`config.mk`:
```
export PLATFORM = sky130hd
export DESIGN_NAME = approx_mul_ha_array_pipe
export DESIGN_NICKNAME = d
export VERILOG_FILES = /design/src/rtl/approx_mul_ha_array_pipe.sv
export SDC_FILE = /design/constraint.sdc
export NUM_CORES = 1
export LEC_CHECK = 0
export ABC_AREA = 1
export CORE_ASPECT_RATIO = 1.2
export CORE_UTILIZATION = 61
export DETAILED_ROUTE_END_ITERATION = 10
export DONT_BUFFER_PORTS = 1
export PLACE_DENSITY = 0.85
export SYNTH_ARGS = -nofsm -noshare
export SYNTH_HDL_FRONTEND = slang
export SYNTH_SLANG_ARGS = --single-unit
```
`constraint.sdc`:
```
create_clock -name clk -period 4.8 [get_ports clk]
set_clock_uncertainty 0.05 [all_clocks]
set_input_delay 0.72 -clock clk [delete_from_list [all_inputs] [get_ports clk]]
set_output_delay 0.72 -clock clk [all_outputs]
set_load 0.03 [all_outputs]
```
`src/rtl/approx_mul_ha_array_pipe.sv`:
```
// Pipelined unsigned approximate multiplier built from per-row-pair half-adder
// arrays whose column behaviour comes from a run-time programmable mode table.
module approx_mul_ha_array_pipe #(
  parameter  int WIDTH = 8,
  localparam int NARR  = WIDTH / 2,
  localparam int NCOL  = WIDTH - 1,
  localparam int AW    = $clog2(NARR * NCOL)
) (
  input  logic               clk,
  input  logic               rst_n,
  input  logic               in_valid,
  output logic               in_ready,
  input  logic [WIDTH-1:0]   in_x,
  input  logic [WIDTH-1:0]   in_y,
  output logic               out_valid,
  input  logic               out_ready,
  output logic [2*WIDTH-1:0] out_p,
  input  logic               cfg_we,
  input  logic [AW-1:0]      cfg_addr,
  input  logic [1:0]         cfg_mode,
  output logic               cfg_err,
  output logic               busy
);

  localparam int NENT = NARR * NCOL;
  localparam int PW   = 2 * WIDTH;

  typedef enum logic [1:0] {
    M_HA     = 2'b00,
    M_OR     = 2'b01,
    M_ACARRY = 2'b10,
    M_ELIM   = 2'b11
  } mode_t;

  mode_t             mode [NENT];
  logic              v1, v2, v3;
  logic [WIDTH-1:0]  x1, y1;
  logic [WIDTH:0]    t_c [NARR];
  logic [NCOL-1:0]   b_c [NARR];
  logic [WIDTH:0]    t2  [NARR];
  logic [NCOL-1:0]   b2  [NARR];
  logic [PW-1:0]     acc [NARR+1];
  logic              adv;
  logic              cfg_ok;

  assign adv      = !v3 || out_ready;
  assign in_ready = adv;
  assign busy     = v1 || v2 || v3;
  assign out_valid = v3;
  assign cfg_ok   = !busy && !in_valid && (int'(cfg_addr) < NENT);

  // Mode table writes and the write-rejection pulse.
  always_ff @(posedge clk or negedge rst_n) begin
    if (!rst_n) begin
      for (int unsigned i = 0; i < NENT; i++) mode[i] <= M_HA;
      cfg_err <= 1'b0;
    end else begin
      cfg_err <= cfg_we && !cfg_ok;
      if (cfg_we && cfg_ok) mode[cfg_addr] <= mode_t'(cfg_mode);
    end
  end

  // HA arrays: array k pairs row 2k (weight c) with row 2k+1 (weight c+1).
  for (genvar k = 0; k < NARR; k++) begin : g_arr
    logic [NCOL:1] s_v, co_v;
    for (genvar j = 1; j <= NCOL; j++) begin : g_col
      logic a, b;
      assign a = x1[2*k] & y1[j];
      assign b = x1[2*k+1] & y1[j-1];
      // Column compressor selected by its mode entry.
      always_comb begin
        s_v[j]  = 1'b0;
        co_v[j] = 1'b0;
        case (mode[k*NCOL + j - 1])
          M_HA:     begin s_v[j] = a ^ b; co_v[j] = a & b; end
          M_OR:     begin s_v[j] = a | b; end
          M_ACARRY: begin co_v[j] = a;    end
          default:  ;
        endcase
      end
    end
    // Carries of columns 1..NCOL-1 land two bits above b's base; last carry tops t.
    assign t_c[k] = {co_v[NCOL], s_v, x1[2*k] & y1[0]};
    assign b_c[k] = {x1[2*k+1] & y1[WIDTH-1], co_v[NCOL-1:1]};
    assign acc[k+1] = acc[k]
                    + ((PW'(t2[k]) + (PW'(b2[k]) << 2)) << (2*k));
  end
  assign acc[0] = '0;

  // Three-stage pipeline sharing one advance enable; bubbles propagate as-is.
  always_ff @(posedge clk or negedge rst_n) begin
    if (!rst_n) begin
      v1    <= 1'b0;
      v2    <= 1'b0;
      v3    <= 1'b0;
      x1    <= '0;
      y1    <= '0;
      out_p <= '0;
      for (int unsigned k = 0; k < NARR; k++) begin
        t2[k] <= '0;
        b2[k] <= '0;
      end
    end else if (adv) begin
      v1 <= in_valid;
      if (in_valid) begin
        x1 <= in_x;
        y1 <= in_y;
      end
      v2 <= v1;
      if (v1) begin
        for (int unsigned k = 0; k < NARR; k++) begin
          t2[k] <= t_c[k];
          b2[k] <= b_c[k];
        end
      end
      v3 <= v2;
      if (v2) out_p <= acc[NARR];
    end
  end

endmodule

```
==> flow_summary.ini, run 1 <==
[worst_setup_path]
cp_num_buf_inv = 1
cp-end-kind = flop
startpoint_type = flop
cp_common_cell = nand2_1
r2r_end = out_p[15]
crit_path_cell_trace = ha_1, fa_1, nand3_1, nand2_1, nand2_1, nand2_1, a21oi_1, xnor2_1, fa_1, ha_1, ha_1, ha_1, a21oi_1, nand2_1, nand2_1, nand3_1, inv_1, nand2_1, nand3_1, nand2_1
cp_max_fo = 6
arrival_ns = 4.31
crit_path_top_delay_cell = fa_1
critPathTopFamily = adder cells
r2r_cells = 20
rrSetupSlack_ns = 0.77
rr_startpoint = t2[20]
worstSetupPathType = flop to flop
worstPathRequired_ns = 5.08
slowest_delay_ns = 0.47

[timing]
fmax_mhz = 248
setup_slack_ns = 0.767
setup_violations = 0
period_share = 0.840
finalHoldViolations = 0
finalMaxSlewViolations = 0
fin_setup_tns_ns = 0
rsz0062_at_grt = no
slew_headroom = 0.336
tightest_slew_ns = 0.993
min_period_ns = 4.03

[power_and_ir_drop]
power_frac_seq = 0.283
cellInternalPower_uw = 4040
netSwitchingFraction = 0.463
p_leak_uw = 0.00578
power.switching_uw = 3480
power_frac_clock = 0.180
vdd_drop_max_v = 0.000526
combPwrFrac = 0.537
p_per_area_nw_per_um2 = 701

[synthesis]
netlist-cell-type-count = 37
syn-num-nets = 1382
yosysTopAreaCell = dfrtp_1
synth.avg_cell_area_sq_um = 8.19
ys_seq_area_frac = 0.388
yosys_warnings = 0
synth-seq-cells = 156
syn_area_sq_um = 10100
synthCells = 1228
ys_top_cells_by_area = dfrtp_1 39%, ha_1 13%, nand2_1 13%, inv_1 5.2%, o21ai_0 4.6%
synth_top_area_frac = 0.388

[layout]
drive_above_1_share = 0.0513
insertedDiodeCount = 0
post-route-util = 0.665
fill_cells = 1250
synthToLayoutAreaGrowth_pct = 6.73
final_cell_mix = 346 x nand2_1, 156 x dfrtp_1, 139 x inv_1
fin_nets = 1352
final_common_cell = nand2_1

[place]
dp_hpwl_mm = 16.5
place_congestion = 0.896
dpl_worst_slack_ns = 0.789
port_buffers = 0

[hold_path]
worstHoldPathType = primary input to async pin

[clock_tree]
cts_max_level = 4
clk_latency_ns = 0.44
clock_path_buffers = 2
cts_tree = done
cts_num_sinks = 156
cts_buffers = 17
hold_buffers = 1
cts.clk_slew.worst_paths_ns = 0.06
post_cts_resized = 0
cts_setup_buffers = 0
root_buffer = clkbuf_16

[global_route]
grt_pass1_wl_mm = 40.2
grt_antenna_before_repair = 0
gr-total-overflow = 0
grt_usage = 0.306
grt_pass1_vias = 8219
grt_max_degree = 157

[floorplanning]
num_rows = 51
start_util = 0.623
io_pins = 48
die_y_microns = 143
die_area_sq_um = 17000
die_w_microns = 119
core_area_sq_um = 16100

[run_status]
failed_checks = design-rule violations
status = finished with violations

[drt]
drt-initial-drc-count = 696
finalWirelength_mm = 24.4
ant_nets = 0
vias = 8423
viasPerCell = 5.93
dr.pass1.iters = 8
drc_errors = 1
wl_per_cell_microns = 17.2

[flow_run]
cap_violations = 0
[power groups by stage]
stage               Clock, uW  Sequential (uW)  Combinational, uW
finish                   1350             2130               4040
global route             1420             2160               4680
detailed placement          0             2140               3940
global placement            0             2120               3790
floorplan                   0             1940               3230
CTS                      1370             2120               4040
[worst max-delay path by stage]
stage                start        end  cells past startpoint  slack [ns]
floorplan           t2[20]  out_p[15]                     20        1.16
global placement    t2[20]  out_p[15]                     20        0.92
detailed placement  t2[20]  out_p[15]                     20        0.79
CTS                 t2[20]  out_p[15]                     20        0.78
global route        t2[11]  out_p[15]                     20        0.55
finish              t2[20]  out_p[15]                     20        0.77
[stage by stage]
| stage | std cells | power, uW | hold WS, ns | area, sq um |
|---|---|---|---|---|
| after floorplan | 1228 | 5170 | 0.374 | 10100 |
| after global placement | 1390 | 5910 | 0.384 | 10100 |
| after detailed placement | 1390 | 6080 | 0.381 | 10100 |
| after CTS | 1421 | 7530 | 0.292 | 10700 |
| after global routing | 1421 | 8260 | 0.276 | 10700 |
| final | 1421 | 7530 | 0.227 | 10700 |
[final cells by class]
class	count	area [sq um]	area share
multi-input cells	872	5370	0.501
flip-flops and latches	156	3900	0.364
inverters	145	544	0.0507
clock buffers	22	464	0.0433
well taps	212	265	0.0247
clock inverters	8	118	0.0110
repair buffers	6	65.1	0.00606
[cell usage after synthesis (all sizes together)]
master and instances:
o31ai 1, nor3 9, o2111ai 1, o22ai 2, nand4 4, inv 145, dfrtp 156, o21bai 5
o21ai 100, nor2 59, clkbuf 39, o211ai 29, a31oi 3, fa 22, nor4 1, nand3 90
xnor2 11, nand3b 2, a21boi 1, a21o 3, a21oi 34, o41ai 21, nand2 347, or2 1
buf 16, xor2 6, mux2 16, ha 104
[routing by layer]
| metal | GRT usage | share of wire | up-vias |
|---|---|---|---|
| met1 | 0.389 | 0.40 | 3963 |
| li1 | - | - | 3980 |
| met2 | 0.499 | 0.47 | 396 |
| met5 | 0 | 0 | - |
| met4 | 0.155 | 0.043 | 0 |
| met3 | 0.0607 | 0.083 | 84 |
[logic make-up (layout without fill, tap and decap cells)]
| kind of cell | after synthesis | after routing | synth area share |
|---|---|---|---|
| simple gates | 513 | 513 | 0.210 |
| compound gates | 200 | 200 | 0.118 |
| buf+inv | 200 | 181 | 0.0783 |
| flops | 156 | 156 | 0.388 |
| fa+ha+maj | 126 | 126 | 0.173 |
| xor+xnor | 17 | 17 | 0.0148 |
| mux | 16 | 16 | 0.0179 |
[worst register-to-register path: cells and delay by family (launching register included)]
kind,cells,cell delay [ns]
adders and majority gates,6,2.13
and+or+nand+nor,10,0.72
AOI/OAI and AO/OA,2,0.41
DFF,1,0.39
xor gates and xnor gates,1,0.19
buffers and inverters,1,0.06
[registers in the layout, indices dropped and copies added, names as in the netlist]
signal / cells
v2: 1
x1: 8
b2: 28
v1: 1
out_valid: 1
t2: 36
mode: 56
y1: 8
cfg_err: 1
out_p: 16
(Power assumes the default switching activity.)
==> run 2: changes to the inputs <==
==> constraint.sdc (replaced) <==
create_clock -name clk -period 4.1 [get_ports clk]
set_clock_uncertainty 0.05 [all_clocks]
set_input_delay 0.615 -clock clk [delete_from_list [all_inputs] [get_ports clk]]
set_output_delay 0.615 -clock clk [all_outputs]
set_load 0.03 [all_outputs]
==> flow_summary.ini, run 2 (synthesis gave the netlist of run 1 again) <==
[run_status]
status = finished with violations
failed_checks = design-rule violations, negative hold slack

[floorplanning]
io_pins = 48
core_area_sq_um = 16100
start_util = 0.623
die_w_microns = 119
die_area_sq_um = 17000
num_rows = 51
die_y_microns = 143

[drt]
vias = 8459
dr.pass1.iters = 8
wl_per_cell_microns = 17.4
viasPerCell = 5.95
drc_errors = 1
drt-initial-drc-count = 794
finalWirelength_mm = 24.7
ant_nets = 0

[layout]
final_common_cell = nand2_1
largest_register_ff_count = 56
regMostFlops = mode
insertedDiodeCount = 0
synthToLayoutAreaGrowth_pct = 7.13
stdcell_area_sq_um = 10800
seq_area_sq_um = 3900
fin_nets = 1351
final_cell_mix = 346 x nand2_1, 156 x dfrtp_1, 139 x inv_1
fill_cells = 1217
multi_input_area_sq_um = 5420
top_regs = mode x56, t2 x36, b2 x28
drive_above_1_share = 0.0570

[flow_run]
cap_violations = 0

[clock_tree]
cts_tree = done
clock_path_buffers = 2
cts.clk_slew.worst_paths_ns = 0.06
cts_num_sinks = 156
root_buffer = clkbuf_16
cts_setup_buffers = 0
cts_buffers = 17
clk_latency_ns = 0.43
cts_max_level = 4

[worst_setup_path]
r2r_cells = 21
crit_path_top_delay_cell = fa_1
cp-end-kind = flop
startpoint_type = flop
r2r_end = out_p[15]
rrSetupSlack_ns = 0.14
arrival_ns = 4.24
crit_path_cell_trace = ha_1, fa_2, nand3_1, nand2_1, nand2_1, nand2_1, a21oi_2, xnor2_2, fa_1, ha_1, ha_1, ha_4, nand2_1, inv_1, nand2_1, nand2_1, nand2_1, nand3_1, nand3_1, nand3_1, nand2_1
cp_max_fo = 6
cp_common_cell = nand2_1
critPathLaunch = b2[14]
worstPathRequired_ns = 4.37
rr_startpoint = b2[14]
slowest_delay_ns = 0.46
endpoint = out_p[15]
worstSetupPathType = flop to flop

[timing]
min_period_ns = 3.96
fmax_mhz = 252
finalHoldViolations = 156
rsz0062_at_grt = no
fin_setup_tns_ns = 0
period_share = 0.967
finalMaxSlewViolations = 0
holdWs_ns = -0.169
setup_slack_ns = 0.135
slew_headroom = 0.527
setup_violations = 0
tightest_slew_ns = 0.709

[power_and_ir_drop]
power_frac_seq = 0.271
combPwrFrac = 0.554
netSwitchingFraction = 0.467
power.switching_uw = 4300
vdd_drop_max_v = 0.000652
finalPower_uw = 9210
cellInternalPower_uw = 4900
p_leak_uw = 0.00577
power_frac_clock = 0.175
p_per_area_nw_per_um2 = 855

[place]
port_buffers = 0
dpl_worst_slack_ns = 0.0898
dp_hpwl_mm = 16.3
dpl_cell_area_sq_um = 10100
place_congestion = 0.902

[global_route]
grt_pass1_vias = 8084
grt_max_degree = 157
grt_usage = 0.305
grt_antenna_before_repair = 0
gr-total-overflow = 0
grt_pass1_wl_mm = 40.0

[hold_path]
worstHoldPathType = primary input to async pin
==> run 2: stage by stage <==
step	instances	util	hold slack [ns]
after global routing	1422	0.667	-0.176
after detailed placement	1390	0.628	0.280
final	1422	0.667	-0.169
after floorplan	1228	-	0.269
after global placement	1390	0.628	0.279
after CTS	1422	0.664	-0.179
==> run 2: final cells by class <==
| class | count | share of cell area |
|---|---|---|
| Sequential cell | 156 | 0.362 |
| Clock inverter | 10 | 0.0128 |
| Timing Repair Buffer | 5 | 0.00465 |
| Clock buffer | 22 | 0.0422 |
| Tap cell | 212 | 0.0246 |
| Inverter | 145 | 0.0505 |
| Multi-Input combinational cell | 872 | 0.503 |
==> run 2: worst max-delay path, delay by kind of cell, from the launching register on <==
family                     cells  cell delay [ns]
AOI/OAI and AO/OA              1             0.21
xor gates and xnor gates       1             0.16
adders and majority gates      6             2.04
buffers and inverters          1             0.08
DFF                            1             0.39
and+or+nand+nor               12             0.93
==> run 2: routing by layer <==
| layer | track usage | wire [microns] | share of wire |
|---|---|---|---|
| met1 | 0.389 | 9900 | 0.40 |
| met2 | 0.502 | 11800 | 0.48 |
| met3 | 0.0519 | 2120 | 0.086 |
| met4 | 0.157 | 884 | 0.036 |
| met5 | 0 | 0 | 0 |
==> run 2: power by group through the flow <==
stage	clock, uW	combinational, uW	sequential, uW
finish	1610	5100	2490
global route	1680	5770	2540
CTS	1620	4790	2480
detailed placement	0	4670	2500
global placement	0	4450	2490
floorplan	0	3780	2280
==> run 2: worst min path at each step <==
| stage | to | slack (ns) | startpoint | cells past startpoint |
|---|---|---|---|---|
| detailed placement | t2[7] | 0.28 | rst_n | 0 |
| global route | mode[4] | -0.18 | rst_n | 0 |
| CTS | mode[3] | -0.18 | rst_n | 0 |
| global placement | t2[8] | 0.28 | rst_n | 0 |
| floorplan | b2[0] | 0.27 | rst_n | 0 |
| finish | mode[5] | -0.17 | rst_n | 0 |
==> run 2: what timing repair did <==
item                                   4_1_cts  5_1_grt
gates resized for setup                      0        9
endpoints found under the hold margin      156      156
setup endpoints to repair                    0        5
==> run 3: changes to the inputs <==
--- a/config.mk
+++ b/config.mk
@@ -6,11 +6,10 @@
 export NUM_CORES = 1
 export LEC_CHECK = 0
 export ABC_AREA = 1
-export CORE_ASPECT_RATIO = 1.2
 export CORE_UTILIZATION = 61
 export DETAILED_ROUTE_END_ITERATION = 10
 export DONT_BUFFER_PORTS = 1
-export PLACE_DENSITY = 0.85
+export PLACE_DENSITY_LB_ADDON = 0.25
 export SYNTH_ARGS = -nofsm -noshare
 export SYNTH_HDL_FRONTEND = slang
 export SYNTH_SLANG_ARGS = --single-unit
==> flow_summary.ini, run 3 (synthesis gave the netlist of run 1 again) <==
[floorplanning]
start_util = 0.628
die_y_microns = 130
die_area_sq_um = 17000
die_w_microns = 130
num_rows = 46
io_pins = 48
core_area_sq_um = 16000

[timing]
holdWs_ns = -0.176
finalMaxSlewViolations = 0
setup_violations = 0
rsz0062_at_grt = no
finalHoldViolations = 156
slew_headroom = 0.421
fin_setup_tns_ns = 0
period_share = 0.952
tightest_slew_ns = 0.867
fmax_mhz = 256
min_period_ns = 3.90

[drt]
viasPerCell = 5.73
wl_per_cell_microns = 16.7
drt-initial-drc-count = 609
vias = 8187
dr.pass1.iters = 5
ant_nets = 0
finalWirelength_mm = 23.8
drc_errors = 0

[global_route]
grt_max_degree = 157
grt_pass1_wl_mm = 38.5
gr-total-overflow = 0
grt_antenna_before_repair = 1
grt_pass1_vias = 7469
grt_usage = 0.300

[worst_setup_path]
cp_max_fo = 6
startpoint_type = flop
arrival_ns = 4.18
worstSetupPathType = flop to flop
worstPathRequired_ns = 4.37
cp-end-kind = flop

[layout]
top_regs = mode x56, t2 x36, b2 x28
post-route-util = 0.674
drive_above_1_share = 0.0586
synthToLayoutAreaGrowth_pct = 7.27
final_cell_mix = 346 x nand2_1, 156 x dfrtp_1, 139 x inv_1
final_common_cell = nand2_1
largest_register_ff_count = 56
regMostFlops = mode
fin_nets = 1353

[power_and_ir_drop]
vdd_drop_max_v = 0.000588
p_per_area_nw_per_um2 = 832
p_leak_uw = 0.00577

[clock_tree]
cts_tree = done
cts.clk_slew.worst_paths_ns = 0.06
cts_num_sinks = 156
clk_latency_ns = 0.44
cts_buffers = 17
root_buffer = clkbuf_16
clock_path_buffers = 2
cts_setup_buffers = 0
cts_max_level = 4

[run_status]
failed_checks = negative hold slack
status = finished with violations

[place]
place_congestion = 0.869
port_buffers = 0
dp_hpwl_mm = 16.1

[flow_run]
cap_violations = 0

[hold_path]
worstHoldPathType = primary input to async pin
## run 3: cell types whose count changed in the layout (fill, tap and decap cells not counted), sizes merged
cell,before,now
diode,0,1
clkbuf,22,19
buf,5,7
clkinv,3,4
clkinvlp,2,4
## run 3: layout make-up
type	instances	area [sq um]
Antenna cell	1	2.50
Clock buffer	19	443
Clock inverter	13	165
Fill cell	1318	5210
Inverter	145	544
Multi-Input combinational cell	872	5390
Sequential cell	156	3900
Tap cell	216	270
Timing Repair Buffer	7	65.1
## run 3: stage by stage
stage / total power [uW] / hold WS (ns) / std cells / area (sq um) / worst slack, ns
2_1_floorplan: 6050 / 0.269 / 1228 / 10100 / 0.457
3_3_place_gp: 6980 / 0.275 / 1396 / 10200 / 0.215
3_5_place_dp: 7110 / 0.276 / 1396 / 10200 / 0.161
4_1_cts: 8790 / -0.182 / 1428 / 10800 / 0.135
5_1_grt: 9800 / -0.188 / 1428 / 10800 / 0.00309
6_report: 8980 / -0.176 / 1429 / 10800 / 0.197
## run 3: report_power, final
| part | internal [uW] | total (uW) | switching [uW] |
|---|---|---|---|
| clock network | 976 | 1630 | 652 |
| logic | 1900 | 4860 | 2960 |
| registers | 1930 | 2490 | 563 |
| total | 4810 | 8980 | 4170 |
## run 3: critical path: stages (launching register included)
cell	delay (ns)
dfrtp_1	0.38
ha_1	0.24
fa_2	0.37
nand3_1	0.09
nand2_1	0.09
nand2_1	0.07
nand2_1	0.06
a21oi_1	0.15
xnor2_1	0.19
fa_1	0.47
ha_1	0.31
ha_1	0.34
ha_4	0.31
nand2_1	0.12
inv_1	0.08
nand2_1	0.05
nand2_1	0.08
nand2_1	0.06
nand3_1	0.09
nand3_1	0.07
nand3_1	0.08
nand2_1	0.05
## run 3: final timing paths
| kind | startpoint | end | slack [ns] | cells after the start |
|---|---|---|---|---|
| max | t2[20] | out_p[15] | 0.20 | 21 |
| max reg2reg | t2[20] | out_p[15] | 0.20 | 21 |
| max in group asynchronous | rst_n | t2[16] | 3.79 | 0 |
| min | rst_n | b2[6] | -0.18 | 0 |
| min in group clk | in_y[2] | y1[2] | 0.27 | 1 |
| min reg2reg | v2 | out_valid | 0.43 | 2 |
## run 3: layer usage
layer | vias to the layer above | global-route usage | share of wire
li1 | 3977 | - | -
met1 | 3890 | 0.434 | 0.46
met2 | 283 | 0.463 | 0.44
met3 | 37 | 0.0582 | 0.081
met4 | 0 | 0.0838 | 0.017
met5 | - | 0 | 0
## run 3: what timing repair did
item                                    4_1_cts  5_1_grt
resized for setup                             0        5
endpoints found under the setup margin        0        4
endpoints found under the hold margin       156      156
